File: src/rtl/i2cmb_pkg.sv
// Shared i2cmb definitions: register offsets, CMDR commands, status codes,
// CMDR status bit positions and the writer's sequencing helpers.
package i2cmb_pkg;

  typedef enum logic [1:0] {
    REG_CSR  = 2'd0,
    REG_DPR  = 2'd1,
    REG_CMDR = 2'd2
  } reg_e;

  typedef enum logic [2:0] {
    CMD_WRITE   = 3'd1,
    CMD_START   = 3'd4,
    CMD_STOP    = 3'd5,
    CMD_SET_BUS = 3'd6
  } cmd_e;

  typedef enum logic [2:0] {
    ST_OK       = 3'd0,
    ST_NAK      = 3'd1,
    ST_ARB_LOST = 3'd2,
    ST_ERR      = 3'd3,
    ST_TIMEOUT  = 3'd4
  } status_e;

  typedef enum logic [2:0] {
    S_INIT, S_IDLE, S_WB_WR, S_WB_RD, S_WAIT_IRQ, S_CHECK, S_DONE
  } state_e;

  typedef enum logic [3:0] {
    STEP_CSR, STEP_BUS_DPR, STEP_BUS_CMD, STEP_START, STEP_ADDR_DPR,
    STEP_ADDR_CMD, STEP_DATA_DPR, STEP_DATA_CMD, STEP_STOP
  } step_e;

  localparam int unsigned BIT_DON = 7;
  localparam int unsigned BIT_NAK = 6;
  localparam int unsigned BIT_AL  = 5;
  localparam int unsigned BIT_ERR = 4;

  localparam logic [7:0] CSR_INIT = 8'hC0;

  function automatic logic step_is_cmd(step_e s);
    return s inside {STEP_BUS_CMD, STEP_START, STEP_ADDR_CMD, STEP_DATA_CMD, STEP_STOP};
  endfunction

  function automatic reg_e step_reg(step_e s);
    case (s)
      STEP_CSR:                                    return REG_CSR;
      STEP_BUS_DPR, STEP_ADDR_DPR, STEP_DATA_DPR:  return REG_DPR;
      default:                                     return REG_CMDR;
    endcase
  endfunction

  function automatic logic [7:0] step_data(step_e s, logic [3:0] bus,
                                           logic [6:0] addr, logic [7:0] data);
    case (s)
      STEP_CSR:      return CSR_INIT;
      STEP_BUS_DPR:  return {4'b0000, bus};
      STEP_BUS_CMD:  return {5'b00000, CMD_SET_BUS};
      STEP_START:    return {5'b00000, CMD_START};
      STEP_ADDR_DPR: return {addr, 1'b0};
      STEP_ADDR_CMD: return {5'b00000, CMD_WRITE};
      STEP_DATA_DPR: return data;
      STEP_DATA_CMD: return {5'b00000, CMD_WRITE};
      default:       return {5'b00000, CMD_STOP};
    endcase
  endfunction

  function automatic step_e step_next(step_e s);
    case (s)
      STEP_BUS_DPR:  return STEP_BUS_CMD;
      STEP_BUS_CMD:  return STEP_START;
      STEP_START:    return STEP_ADDR_DPR;
      STEP_ADDR_DPR: return STEP_ADDR_CMD;
      STEP_ADDR_CMD: return STEP_DATA_DPR;
      STEP_DATA_DPR: return STEP_DATA_CMD;
      default:       return STEP_STOP;
    endcase
  endfunction

endpackage

File: src/rtl/i2cmb_wb_writer_if.sv
// Wishbone master bus towards the i2cmb controller, including its irq line.
interface i2cmb_wb_writer_if #(
  parameter int WB_ADDR_WIDTH = 2,
  parameter int WB_DATA_WIDTH = 8
);
  logic                     cyc_o;
  logic                     stb_o;
  logic                     we_o;
  logic [WB_ADDR_WIDTH-1:0] adr_o;
  logic [WB_DATA_WIDTH-1:0] dat_o;
  logic [WB_DATA_WIDTH-1:0] dat_i;
  logic                     ack_i;
  logic                     irq_i;

  modport master (
    output cyc_o, stb_o, we_o, adr_o, dat_o,
    input  dat_i, ack_i, irq_i
  );

  modport slave (
    input  cyc_o, stb_o, we_o, adr_o, dat_o,
    output dat_i, ack_i, irq_i
  );
endinterface

File: src/rtl/i2cmb_wb_port.sv
// Single Wishbone read or write: start launches it, done marks the ack edge,
// and all bus controls drop in the cycle after that edge.
module i2cmb_wb_port #(
  parameter int WB_ADDR_WIDTH = 2,
  parameter int WB_DATA_WIDTH = 8
) (
  input  logic                     clk_i,
  input  logic                     rst_n_i,
  input  logic                     start_i,
  input  logic                     we_i,
  input  logic [WB_ADDR_WIDTH-1:0] adr_i,
  input  logic [WB_DATA_WIDTH-1:0] wdata_i,
  output logic                     busy_o,
  output logic                     done_o,
  output logic [WB_DATA_WIDTH-1:0] rdata_o,
  output logic                     cyc_o,
  output logic                     stb_o,
  output logic                     we_o,
  output logic [WB_ADDR_WIDTH-1:0] adr_o,
  output logic [WB_DATA_WIDTH-1:0] dat_o,
  input  logic [WB_DATA_WIDTH-1:0] dat_i,
  input  logic                     ack_i
);

  logic                     cyc_q, cyc_d;
  logic                     we_q, we_d;
  logic [WB_ADDR_WIDTH-1:0] adr_q, adr_d;
  logic [WB_DATA_WIDTH-1:0] dat_q, dat_d;

  always_comb begin
    cyc_d = cyc_q;
    we_d  = we_q;
    adr_d = adr_q;
    dat_d = dat_q;
    if (cyc_q) begin
      if (ack_i) begin
        cyc_d = 1'b0;
        we_d  = 1'b0;
        adr_d = '0;
        dat_d = '0;
      end
    end else if (start_i) begin
      cyc_d = 1'b1;
      we_d  = we_i;
      adr_d = adr_i;
      dat_d = we_i ? wdata_i : '0;
    end
  end

  always_ff @(posedge clk_i or negedge rst_n_i) begin
    if (!rst_n_i) begin
      cyc_q <= 1'b0;
      we_q  <= 1'b0;
      adr_q <= '0;
      dat_q <= '0;
    end else begin
      cyc_q <= cyc_d;
      we_q  <= we_d;
      adr_q <= adr_d;
      dat_q <= dat_d;
    end
  end

  assign cyc_o   = cyc_q;
  assign stb_o   = cyc_q;
  assign we_o    = we_q;
  assign adr_o   = adr_q;
  assign dat_o   = dat_q;
  assign busy_o  = cyc_q;
  assign done_o  = cyc_q & ack_i;
  assign rdata_o = dat_i;

endmodule

File: src/rtl/i2cmb_wb_writer.sv
// Writes one byte to an I2C slave through an i2cmb controller: CSR init after
// reset, then SET_BUS, START, address, data, STOP with irq-driven status checks.
module i2cmb_wb_writer
  import i2cmb_pkg::*;
#(
  parameter int WB_ADDR_WIDTH = 2,
  parameter int WB_DATA_WIDTH = 8,
  parameter int IRQ_TIMEOUT   = 65535
) (
  input  logic       clk_i,
  input  logic       rst_n_i,
  input  logic       req_valid_i,
  output logic       req_ready_o,
  input  logic [3:0] req_bus_i,
  input  logic [6:0] req_addr_i,
  input  logic [7:0] req_data_i,
  output logic       done_o,
  output logic [2:0] status_o,
  i2cmb_wb_writer_if.master wb
);

  localparam int WD_W = $clog2(IRQ_TIMEOUT + 1);

  state_e          state_q, state_d;
  step_e           step_q, step_d;
  logic [3:0]      bus_q, bus_d;
  logic [6:0]      addr_q, addr_d;
  logic [7:0]      data_q, data_d;
  logic [WD_W-1:0] wd_q, wd_d;
  logic [7:0]      rb_q, rb_d;
  status_e         status_q, status_d;
  logic            nak_q, nak_d;

  logic                     port_start, port_we, port_busy, port_done;
  logic [WB_ADDR_WIDTH-1:0] port_adr;
  logic [WB_DATA_WIDTH-1:0] port_wdata, port_rdata;
  logic                     port_cyc, port_stb, port_we_o;
  logic [WB_ADDR_WIDTH-1:0] port_adr_o;
  logic [WB_DATA_WIDTH-1:0] port_dat_o;

  always_comb begin
    state_d    = state_q;
    step_d     = step_q;
    bus_d      = bus_q;
    addr_d     = addr_q;
    data_d     = data_q;
    wd_d       = wd_q;
    rb_d       = rb_q;
    status_d   = status_q;
    nak_d      = nak_q;
    port_start = 1'b0;
    port_we    = 1'b0;
    port_adr   = '0;
    port_wdata = '0;
    case (state_q)
      S_INIT: begin
        step_d  = STEP_CSR;
        state_d = S_WB_WR;
      end
      S_IDLE: begin
        if (req_valid_i) begin
          bus_d   = req_bus_i;
          addr_d  = req_addr_i;
          data_d  = req_data_i;
          nak_d   = 1'b0;
          step_d  = STEP_BUS_DPR;
          state_d = S_WB_WR;
        end
      end
      S_WB_WR: begin
        port_start = !port_busy;
        port_we    = 1'b1;
        port_adr   = WB_ADDR_WIDTH'(step_reg(step_q));
        port_wdata = WB_DATA_WIDTH'(step_data(step_q, bus_q, addr_q, data_q));
        if (port_done) begin
          if (step_q == STEP_CSR) begin
            state_d = S_IDLE;
          end else if (step_is_cmd(step_q)) begin
            wd_d    = '0;
            state_d = S_WAIT_IRQ;
          end else begin
            step_d = step_next(step_q);
          end
        end
      end
      S_WAIT_IRQ: begin
        if (wb.irq_i) begin
          state_d = S_WB_RD;
        end else begin
          wd_d = wd_q + 1'b1;
          if (wd_d == WD_W'(IRQ_TIMEOUT)) begin
            status_d = ST_TIMEOUT;
            state_d  = S_DONE;
          end
        end
      end
      S_WB_RD: begin
        port_start = !port_busy;
        port_adr   = WB_ADDR_WIDTH'(REG_CMDR);
        if (port_done) begin
          rb_d    = 8'(port_rdata);
          state_d = S_CHECK;
        end
      end
      S_CHECK: begin
        // ERR beats AL beats NAK; a NAK only diverts address/data writes to STOP
        if (rb_q[BIT_ERR]) begin
          status_d = ST_ERR;
          state_d  = S_DONE;
        end else if (rb_q[BIT_AL]) begin
          status_d = ST_ARB_LOST;
          state_d  = S_DONE;
        end else if (step_q == STEP_STOP) begin
          status_d = nak_q ? ST_NAK : ST_OK;
          state_d  = S_DONE;
        end else if (rb_q[BIT_NAK] && (step_q inside {STEP_ADDR_CMD, STEP_DATA_CMD})) begin
          nak_d   = 1'b1;
          step_d  = STEP_STOP;
          state_d = S_WB_WR;
        end else begin
          step_d  = step_next(step_q);
          state_d = S_WB_WR;
        end
      end
      S_DONE: begin
        state_d = S_IDLE;
      end
      default: begin
        state_d = S_INIT;
      end
    endcase
  end

  always_ff @(posedge clk_i or negedge rst_n_i) begin
    if (!rst_n_i) begin
      state_q  <= S_INIT;
      step_q   <= STEP_CSR;
      bus_q    <= '0;
      addr_q   <= '0;
      data_q   <= '0;
      wd_q     <= '0;
      rb_q     <= '0;
      status_q <= ST_OK;
      nak_q    <= 1'b0;
    end else begin
      state_q  <= state_d;
      step_q   <= step_d;
      bus_q    <= bus_d;
      addr_q   <= addr_d;
      data_q   <= data_d;
      wd_q     <= wd_d;
      rb_q     <= rb_d;
      status_q <= status_d;
      nak_q    <= nak_d;
    end
  end

  i2cmb_wb_port #(
    .WB_ADDR_WIDTH(WB_ADDR_WIDTH),
    .WB_DATA_WIDTH(WB_DATA_WIDTH)
  ) u_port (
    .clk_i   (clk_i),
    .rst_n_i (rst_n_i),
    .start_i (port_start),
    .we_i    (port_we),
    .adr_i   (port_adr),
    .wdata_i (port_wdata),
    .busy_o  (port_busy),
    .done_o  (port_done),
    .rdata_o (port_rdata),
    .cyc_o   (port_cyc),
    .stb_o   (port_stb),
    .we_o    (port_we_o),
    .adr_o   (port_adr_o),
    .dat_o   (port_dat_o),
    .dat_i   (wb.dat_i),
    .ack_i   (wb.ack_i)
  );

  assign wb.cyc_o    = port_cyc;
  assign wb.stb_o    = port_stb;
  assign wb.we_o     = port_we_o;
  assign wb.adr_o    = port_adr_o;
  assign wb.dat_o    = port_dat_o;
  assign req_ready_o = (state_q == S_IDLE);
  assign done_o      = (state_q == S_DONE);
  assign status_o    = status_q;

endmodule

File: src/flat_wrapper.sv
// flat-port wrapper written by rule: the top's interface ports become plain ports
module i2cmb_wb_writer_flat import i2cmb_pkg::*;
#(
  parameter int WB_ADDR_WIDTH = 2,
  parameter int WB_DATA_WIDTH = 8,
  parameter int IRQ_TIMEOUT   = 65535
)
  (clk_i, rst_n_i, req_valid_i, req_ready_o, req_bus_i, req_addr_i, req_data_i, done_o, status_o, wb_cyc_o, wb_stb_o, wb_we_o, wb_adr_o, wb_dat_o, wb_dat_i, wb_ack_i, wb_irq_i);
  i2cmb_wb_writer_if #(.WB_ADDR_WIDTH(WB_ADDR_WIDTH), .WB_DATA_WIDTH(WB_DATA_WIDTH)) wb_i ();
  input  logic clk_i;
  input  logic rst_n_i;
  input  logic req_valid_i;
  output logic req_ready_o;
  input  logic [3:0] req_bus_i;
  input  logic [6:0] req_addr_i;
  input  logic [7:0] req_data_i;
  output logic done_o;
  output logic [2:0] status_o;
  output wire logic [$bits(wb_i.cyc_o)-1:0] wb_cyc_o;
  output wire logic [$bits(wb_i.stb_o)-1:0] wb_stb_o;
  output wire logic [$bits(wb_i.we_o)-1:0] wb_we_o;
  output wire logic [$bits(wb_i.adr_o)-1:0] wb_adr_o;
  output wire logic [$bits(wb_i.dat_o)-1:0] wb_dat_o;
  input wire logic [$bits(wb_i.dat_i)-1:0] wb_dat_i;
  input wire logic [$bits(wb_i.ack_i)-1:0] wb_ack_i;
  input wire logic [$bits(wb_i.irq_i)-1:0] wb_irq_i;
  assign wb_cyc_o = wb_i.cyc_o;
  assign wb_stb_o = wb_i.stb_o;
  assign wb_we_o = wb_i.we_o;
  assign wb_adr_o = wb_i.adr_o;
  assign wb_dat_o = wb_i.dat_o;
  assign wb_i.dat_i = wb_dat_i;
  assign wb_i.ack_i = wb_ack_i;
  assign wb_i.irq_i = wb_irq_i;
  i2cmb_wb_writer #(.WB_ADDR_WIDTH(WB_ADDR_WIDTH), .WB_DATA_WIDTH(WB_DATA_WIDTH), .IRQ_TIMEOUT(IRQ_TIMEOUT)) u_core (.clk_i(clk_i), .rst_n_i(rst_n_i), .req_valid_i(req_valid_i), .req_ready_o(req_ready_o), .req_bus_i(req_bus_i), .req_addr_i(req_addr_i), .req_data_i(req_data_i), .done_o(done_o), .status_o(status_o), .wb(wb_i));
endmodule
File: config.mk
export PLATFORM = sky130hd
export DESIGN_NAME = i2cmb_wb_writer_flat
export DESIGN_NICKNAME = d
export VERILOG_FILES = /design/src/rtl/i2cmb_pkg.sv /design/src/rtl/i2cmb_wb_writer_if.sv /design/src/rtl/i2cmb_wb_port.sv /design/src/rtl/i2cmb_wb_writer.sv /design/src/flat_wrapper.sv
export SDC_FILE = /design/constraint.sdc
export NUM_CORES = 1
export LEC_CHECK = 0
export ABC_AREA = 1
export BUFFER_PORTS_ARGS = -buffer_cell sky130_fd_sc_hd__buf_2
export CORE_UTILIZATION = 40
export CTS_BUF_LIST = sky130_fd_sc_hd__clkbuf_4 sky130_fd_sc_hd__clkbuf_8
export CTS_CLUSTER_SIZE = 10
export DETAILED_ROUTE_END_ITERATION = 8
export MAX_ROUTING_LAYER = met4
export PLACE_DENSITY = 0.6
export REMOVE_ABC_BUFFERS = 1
export SYNTH_ARGS = -nofsm -noshare
export SYNTH_HDL_FRONTEND = slang
export SYNTH_HIERARCHICAL = 1
export SYNTH_SLANG_ARGS = --single-unit
export TNS_END_PERCENT = 20
File: constraint.sdc
create_clock -name clk_i -period 2.2 [get_ports clk_i]
set_clock_uncertainty 0.2 [all_clocks]
set_input_delay 0.22 -clock clk_i [delete_from_list [all_inputs] [get_ports clk_i]]
set_output_delay 0.22 -clock clk_i [all_outputs]
set_load 0.005 [all_outputs]
==> summary.txt, run 1 <==
status: finished clean
Crit Path Max Fanout: 5
count of final setup violators: 0
Total GRT Usage: 19.7%
pwr dens: 1070 nW/um2
final total power: 4.57 mW
Peak supply drop: 0.436 mV
Final Max Slew Viols: 0
fill cell count: 797
initial drt markers: 155
sw power: 1.84 mW
startpoint types: register
post-DR wirelength/cell: 12.0 um
vias in the first global route: 2985
# IOs: 50
Clock Power Share: 20.2%
Post-Route WL: 7880 um
row cnt: 33
RSZ-0062 raised after global routing: true
Lkg Pwr: 2.16 nW
share of layout cells above drive strength 1: 20.3%
Final Util: 52.0%
Int Pwr: 2.74 mW
die extent in x: 94.2 um
Num CTS Buffers: 9
DRC: 0
Hold WC Path Type: in -> reg
1st-pass router iterations: 4
critical path class: reg -> reg
Core Region: 8220 um2
Hold Slack: 0.0896 ns
Gate Count Post-Synth: 464
largest net degree at the start of global routing: 38
crit path time final: 2.04 ns
Fin. Hold Viols: 0
total congestion overflow: 0
Worst path max stage delay: 0.42 ns
P&R area growth vs syn: 25.8%
Peak Freq: 0.489 GHz
Max Root-Sink Buffers: 2
crit path DAT: 2.05 ns
Die H: 94.2 um
port bufs: 44
full die area: 8870 um2
Tcrit/Tclk final: 92.9%
clk slew on worst S/H paths: 0.07 ns
initial antenna violation count: 0
H-tree depth: 3
CP dominant cell by count: nand2_1
setup slack after layout: 0.157 ns
Starting Density: 41.4%
CTS tree: done
CP required: 2.21 ns
Worst-Skew Late Latency: 0.33 ns
CP max stage cell: dfrtp_2
hold depth: 4
Synthesis Warnings: 6
Switching Share: 40.2%
Gate power share: 40.2%
Sequential Power Share: 39.6%
Worst-Margin Slew: 0.588 ns
Slew headroom: 60.8%
via count: 3167
Post-DP HPWL: 5730 um
R2R cell count: 12
CP Capture Type: register
GP Congestion: 0.848
cell breakdown of the critical path: ha_4 > nand3_4 > nor2_4 > nand4_1 > nand2_1 > nand3_1 > nor2_2 > nand3_1 > nand2_1 > nand2_1 > nand2_1 > nand2_1
worst slack, placed: 0.0444 ns
Final Cell Area: 4280 um2
average size of a mapped cell: 7.33 um2
Post-Synthesis Cell Area: 3400 um2
Vias/cell: 4.82
Routed Antenna Nets: 0
n_diodes: 0
CTS Sinks: 61
CTS Root Buffer Type: clkbuf_8
Max Cap Viol: 0
Area after DPL: 3750 um2
first-pass GRT wire length: 13300 um
nets@finish: 583
==> placed cells by master (no fill, tap or decap), drive strengths merged <==
cell type and instances:
a21oi 6, a221oi 3, a31oi 1, a32o 1
a41oi 2, buf 64, clkbuf 13, clkinv 2
dfrtp 61, dlygate4sd3 24, ha 2, inv 53
mux2 1, nand2 180, nand3 32, nand4 12
nor2 50, nor4 3, o21ai 33, o22ai 5
o31ai 1, xnor2 1, xor2 2
==> per-layer routing <==
| metal | global-route usage (%) | wire length (um) |
|---|---|---|
| met5 | - | 0 |
| met4 | 5.00 | 80 |
| met3 | 3.88 | 275 |
| met2 | 30.7 | 3740 |
| met1 | 26.2 | 3790 |
==> sequential cells by signal, summed over array words and instances (netlist names) <==
register              count
u_core/u_port/busy_o      1
u_core/wd_q              16
u_core/rb_q               3
u_core/state_q            3
u_core/bus_q              4
u_core/u_port/adr_o       2
u_core/step_q             4
u_core/nak_q              1
u_core/u_port/we_o        1
u_core/u_port/dat_o       8
u_core/status_o           3
u_core/addr_q             7
u_core/data_q             8
==> power groups by stage <==
stage          clock (mW)  combinational [mW]  sequential [mW]
5_1_grt             0.997                2.12             1.87
3_3_place_gp            0                1.69             1.83
3_5_place_dp            0                1.73             1.83
2_1_floorplan           0                1.22             1.77
4_1_cts             0.954                1.76             1.81
6_report            0.922                1.84             1.81
==> critical path: cells and delay by family (launching register included) <==
kind | cells | cell delay (ns)
and+or+nand+nor | 11 | 1.14
DFF | 1 | 0.42
adders and majority gates | 1 | 0.17
==> what timing repair did <==
| action | in CTS | in global routing |
|---|---|---|
| hold buffers | 24 | 0 |
| setup endpoints to repair | 0 | 10 |
| setup buffers | 0 | 10 |
| resized for setup | 0 | 10 |
| hold endpoints to repair | 47 | 0 |
==> final cells by class <==
cell class                 count  area (um2)  area share, %
timing repair buffer          88         623           14.6
tap                          105         131           3.07
clock buffer                  13         179           4.18
inverter                      54         203           4.74
clock inverter                 1        5.00          0.117
multi-input combinational    335        1610           37.5
sequential                    61        1530           35.8
==> final timing paths <==
path	startpoint	end	slack [ns]
max	u_core/wd_q[1]	u_core/status_o[1]	0.16
min reg2reg	u_core/status_o[2]	u_core/status_o[2]	0.28
min	wb_irq_i	u_core/wd_q[3]	0.09
min in group asynchronous	rst_n_i	u_core/wd_q[7]	0.22
max in group asynchronous	rst_n_i	u_core/addr_q[2]	0.97
max reg2reg	u_core/wd_q[1]	u_core/status_o[1]	0.16
==> per-stage QoR <==
stage	setup TNS, ns	instances
2_1_floorplan	0	450
3_3_place_gp	0	609
3_5_place_dp	0	609
4_1_cts	0	647
5_1_grt	-0.0701	657
6_report	0	657
Note: power is estimated with default switching activity, not from simulation.
==> run 2: changes to the inputs <==
PLACE_DENSITY = 0.63   (was 0.6)
clock period = 1.7 ns   (was 2.2 ns; I/O delays follow)
==> run 2 against run 1 <==
The run now ends with setup timing left. Clock power up 56%. Worst setup slack lost 0.46 ns. Sequential share of layout area fell by 5.8 points. Critical path type unchanged. Critical endpoint is now u_core/state_q[0]. Largest cell class unchanged. Largest power group unchanged. Highest routed layer unchanged.
==> summary.txt, run 2 (synthesized netlist as in run 1, its figures left out) <==
Gate power share: 48.3% (+8.1 points)
full die area: 8870 um2 (unchanged)
CP Capture Type: register
Hold EP: u_core/wd_q[0]
Worst-Skew Late Latency: 0.34 ns (about the same)
commonest non-fill, non-tap cell in the layout: nand2_1
Area after DPL: 4230 um2 (+13%)
CTS tree: done
Post-Route WL: 9450 um (+20%)
Worst path max stage delay: 0.41 ns (about the same)
Total GRT Usage: 22.9% (+3.3 points)
GP Congestion: 0.874 (+3.1%)
critical path class: reg -> reg
CP max stage cell: dfrtp_2
n_diodes: 0 (unchanged)
launch point of the worst reg-to-reg path: u_core/wd_q[0]
Tcrit/Tclk final: 118% (+25 points)
WP buf/inv: 0 (unchanged)
Max Root-Sink Buffers: 2 (unchanged)
Core Region: 8220 um2 (unchanged)
Slew headroom: 77.3% (+16 points)
CTS Root Buffer Type: clkbuf_8
Sequential Power Share: 31.9% (-7.7 points)
max reg flops: 16 (unchanged)
CP required: 1.71 ns (-0.50 ns)
crit path DAT: 2.01 ns (-0.04 ns)
startpoint types: register
vias in the first global route: 3436 (+15%)
final total power: 7.30 mW (+60%)
Largest Register: u_core/wd_q
Max Cap Viol: 0 (unchanged)
row cnt: 33 (unchanged)
Peak Freq: 0.499 GHz (+2.0%)
Clock Power Share: 19.7% (-0.5 points)
share of layout cells above drive strength 1: 38.1% (+18 points)
family with the most delay on the worst path: simple AND/OR/NAND/NOR gates
Crit Path Max Fanout: 5 (unchanged)
sw power: 2.89 mW (+58%)
Lkg Pwr: 2.54 nW (+18%)
cell breakdown of the critical path: ha_4 > nand3_4 > nor2_4 > nand4_1 > nand2_2 > nand3_2 > nor2_4 > nand2_1 > nand2_2 > nand2_2 > nand2_1 > o21ai_1
R2R cell count: 12 (unchanged)
Final Max Slew Viols: 0 (unchanged)
Fin. Hold Viols: 0 (unchanged)
Num CTS Buffers: 9 (unchanged)
nets@finish: 646 (+11%)
hold depth: 5 (+1)
Final Cell Area: 5110 um2 (+19%)
Reg area: 1530 um2 (about the same)
first-pass GRT wire length: 15400 um (+15%)
setup slack after layout: -0.304 ns (-0.461 ns)
flop-to-flop setup slack: -0.30 ns (-0.46 ns)
Vias/cell: 4.91 (+1.9%)
status: finished with violations
H-tree depth: 3 (unchanged)
Die H: 94.2 um (unchanged)
Worst-Margin Slew: 0.336 ns (-0.251 ns)
most frequent cells in the layout: nand2_1 (154), buf_4 (74), dfrtp_1 (57)
pwr dens: 1430 nW/um2 (+34%)
worst slack, placed: -0.375 ns (-0.419 ns)
Hold Slack: 0.0755 ns (-0.0142 ns)
Hold WC Path Type: in -> reg
P&R area growth vs syn: 50.2%
largest net degree at the start of global routing: 62 (+63%)
initial drt markers: 215 (+39%)
CP dominant cell by count: nand2_2
count of final setup violators: 18 (+18)
DRC: 0 (unchanged)
via count: 3541 (+12%)
Routed Antenna Nets: 0 (unchanged)
crit path time final: 2.00 ns (-0.0394 ns)
Starting Density: 41.4% (unchanged)
# IOs: 50 (unchanged)
Int Pwr: 4.41 mW (+61%)
r2r endpoint: u_core/state_q[0]
Switching Share: 39.6% (-0.52 points)
1st-pass router iterations: 4 (unchanged)
initial antenna violation count: 0 (unchanged)
post-DR wirelength/cell: 13.1 um (+9.2%)
fill cell count: 692 (-13%)
clk slew on worst S/H paths: 0.06 ns (about the same)
Post-DP HPWL: 6370 um (+11%)
Final Util: 62.2% (+10 points)
port bufs: 44 (unchanged)
failing checks: setup timing
CTS Sinks: 61 (unchanged)
multi-input logic area: 1870 um2 (+16%)
RSZ-0062 raised after global routing: true
total congestion overflow: 0 (unchanged)
Peak supply drop: 0.782 mV (+79%)
die extent in x: 94.2 um (unchanged)
HP Start: wb_irq_i
==> run 2: cell count changes in the layout (fill, tap and decap cells not counted), sizes merged <==
cell | previous run | this run
clkbuf | 13 | 11
clkinvlp | 0 | 1
buf | 64 | 127
bufinv | 0 | 2
==> run 2: worst reg2reg max path, delay by kind of cell, from the launching register on <==
family	cells	cell delay, ns
and+or+nand+nor	10	1.04
DFF	1	0.41
adders and majority gates	1	0.17
AOI/OAI and AO/OA	1	0.06
==> run 2: power by group through the flow <==
stage | Combinational, mW | Sequential, mW | Clock, mW
2_1_floorplan | 1.58 | 2.29 | 0
3_3_place_gp | 2.84 | 2.31 | 0
3_5_place_dp | 2.92 | 2.32 | 0
4_1_cts | 3.19 | 2.33 | 1.46
5_1_grt | 3.90 | 2.40 | 1.53
6_report | 3.53 | 2.33 | 1.44
==> run 2: timing repair <==
| item | CTS | global route |
|---|---|---|
| pin swaps | 13 | 29 |
| resized for setup | 46 | 56 |
| hold buffers | 24 | 0 |
| endpoints found under the setup margin | 37 | 44 |
| hold endpoints to repair | 84 | 0 |
| buffers inserted | 5 | 8 |
==> run 2: layer usage <==
metal  wire length, um  GRT usage [%]  vias to the layer above
met2              4800           37.4                       70
li1                  -              -                     1782
met5                 0              -                        -
met1              4210           29.1                     1676
met4               126           8.33                        0
met3               317           2.91                       13
==> run 2: area by class of cell <==
class / instances / area share, %
Multi-Input combinational cell: 335 / 36.5
Clock inverter: 4 / 1.42
Sequential cell: 61 / 30.0
Tap cell: 105 / 2.57
Clock buffer: 11 / 2.84
Inverter: 54 / 4.11
Timing Repair Buffer: 151 / 22.6
==> run 2: stage by stage <==
stage | instances | TNS [ns]
6_report | 721 | -2.37
5_1_grt | 721 | -5.91
4_1_cts | 713 | -3.88
3_5_place_dp | 669 | -5.87
3_3_place_gp | 669 | -4.29
2_1_floorplan | 450 | -9.72
==> run 2: worst max-delay path by stage <==
stage                         end         startpoint  cells past startpoint
2_1_floorplan      u_core/wd_q[1]  u_core/state_q[2]                     10
3_3_place_gp   u_core/status_o[2]     u_core/wd_q[1]                     12
3_5_place_dp    u_core/state_q[0]     u_core/wd_q[1]                     12
4_1_cts        u_core/status_o[2]     u_core/wd_q[1]                     12
5_1_grt        u_core/status_o[2]     u_core/wd_q[2]                     12
6_report        u_core/state_q[0]     u_core/wd_q[0]                     12
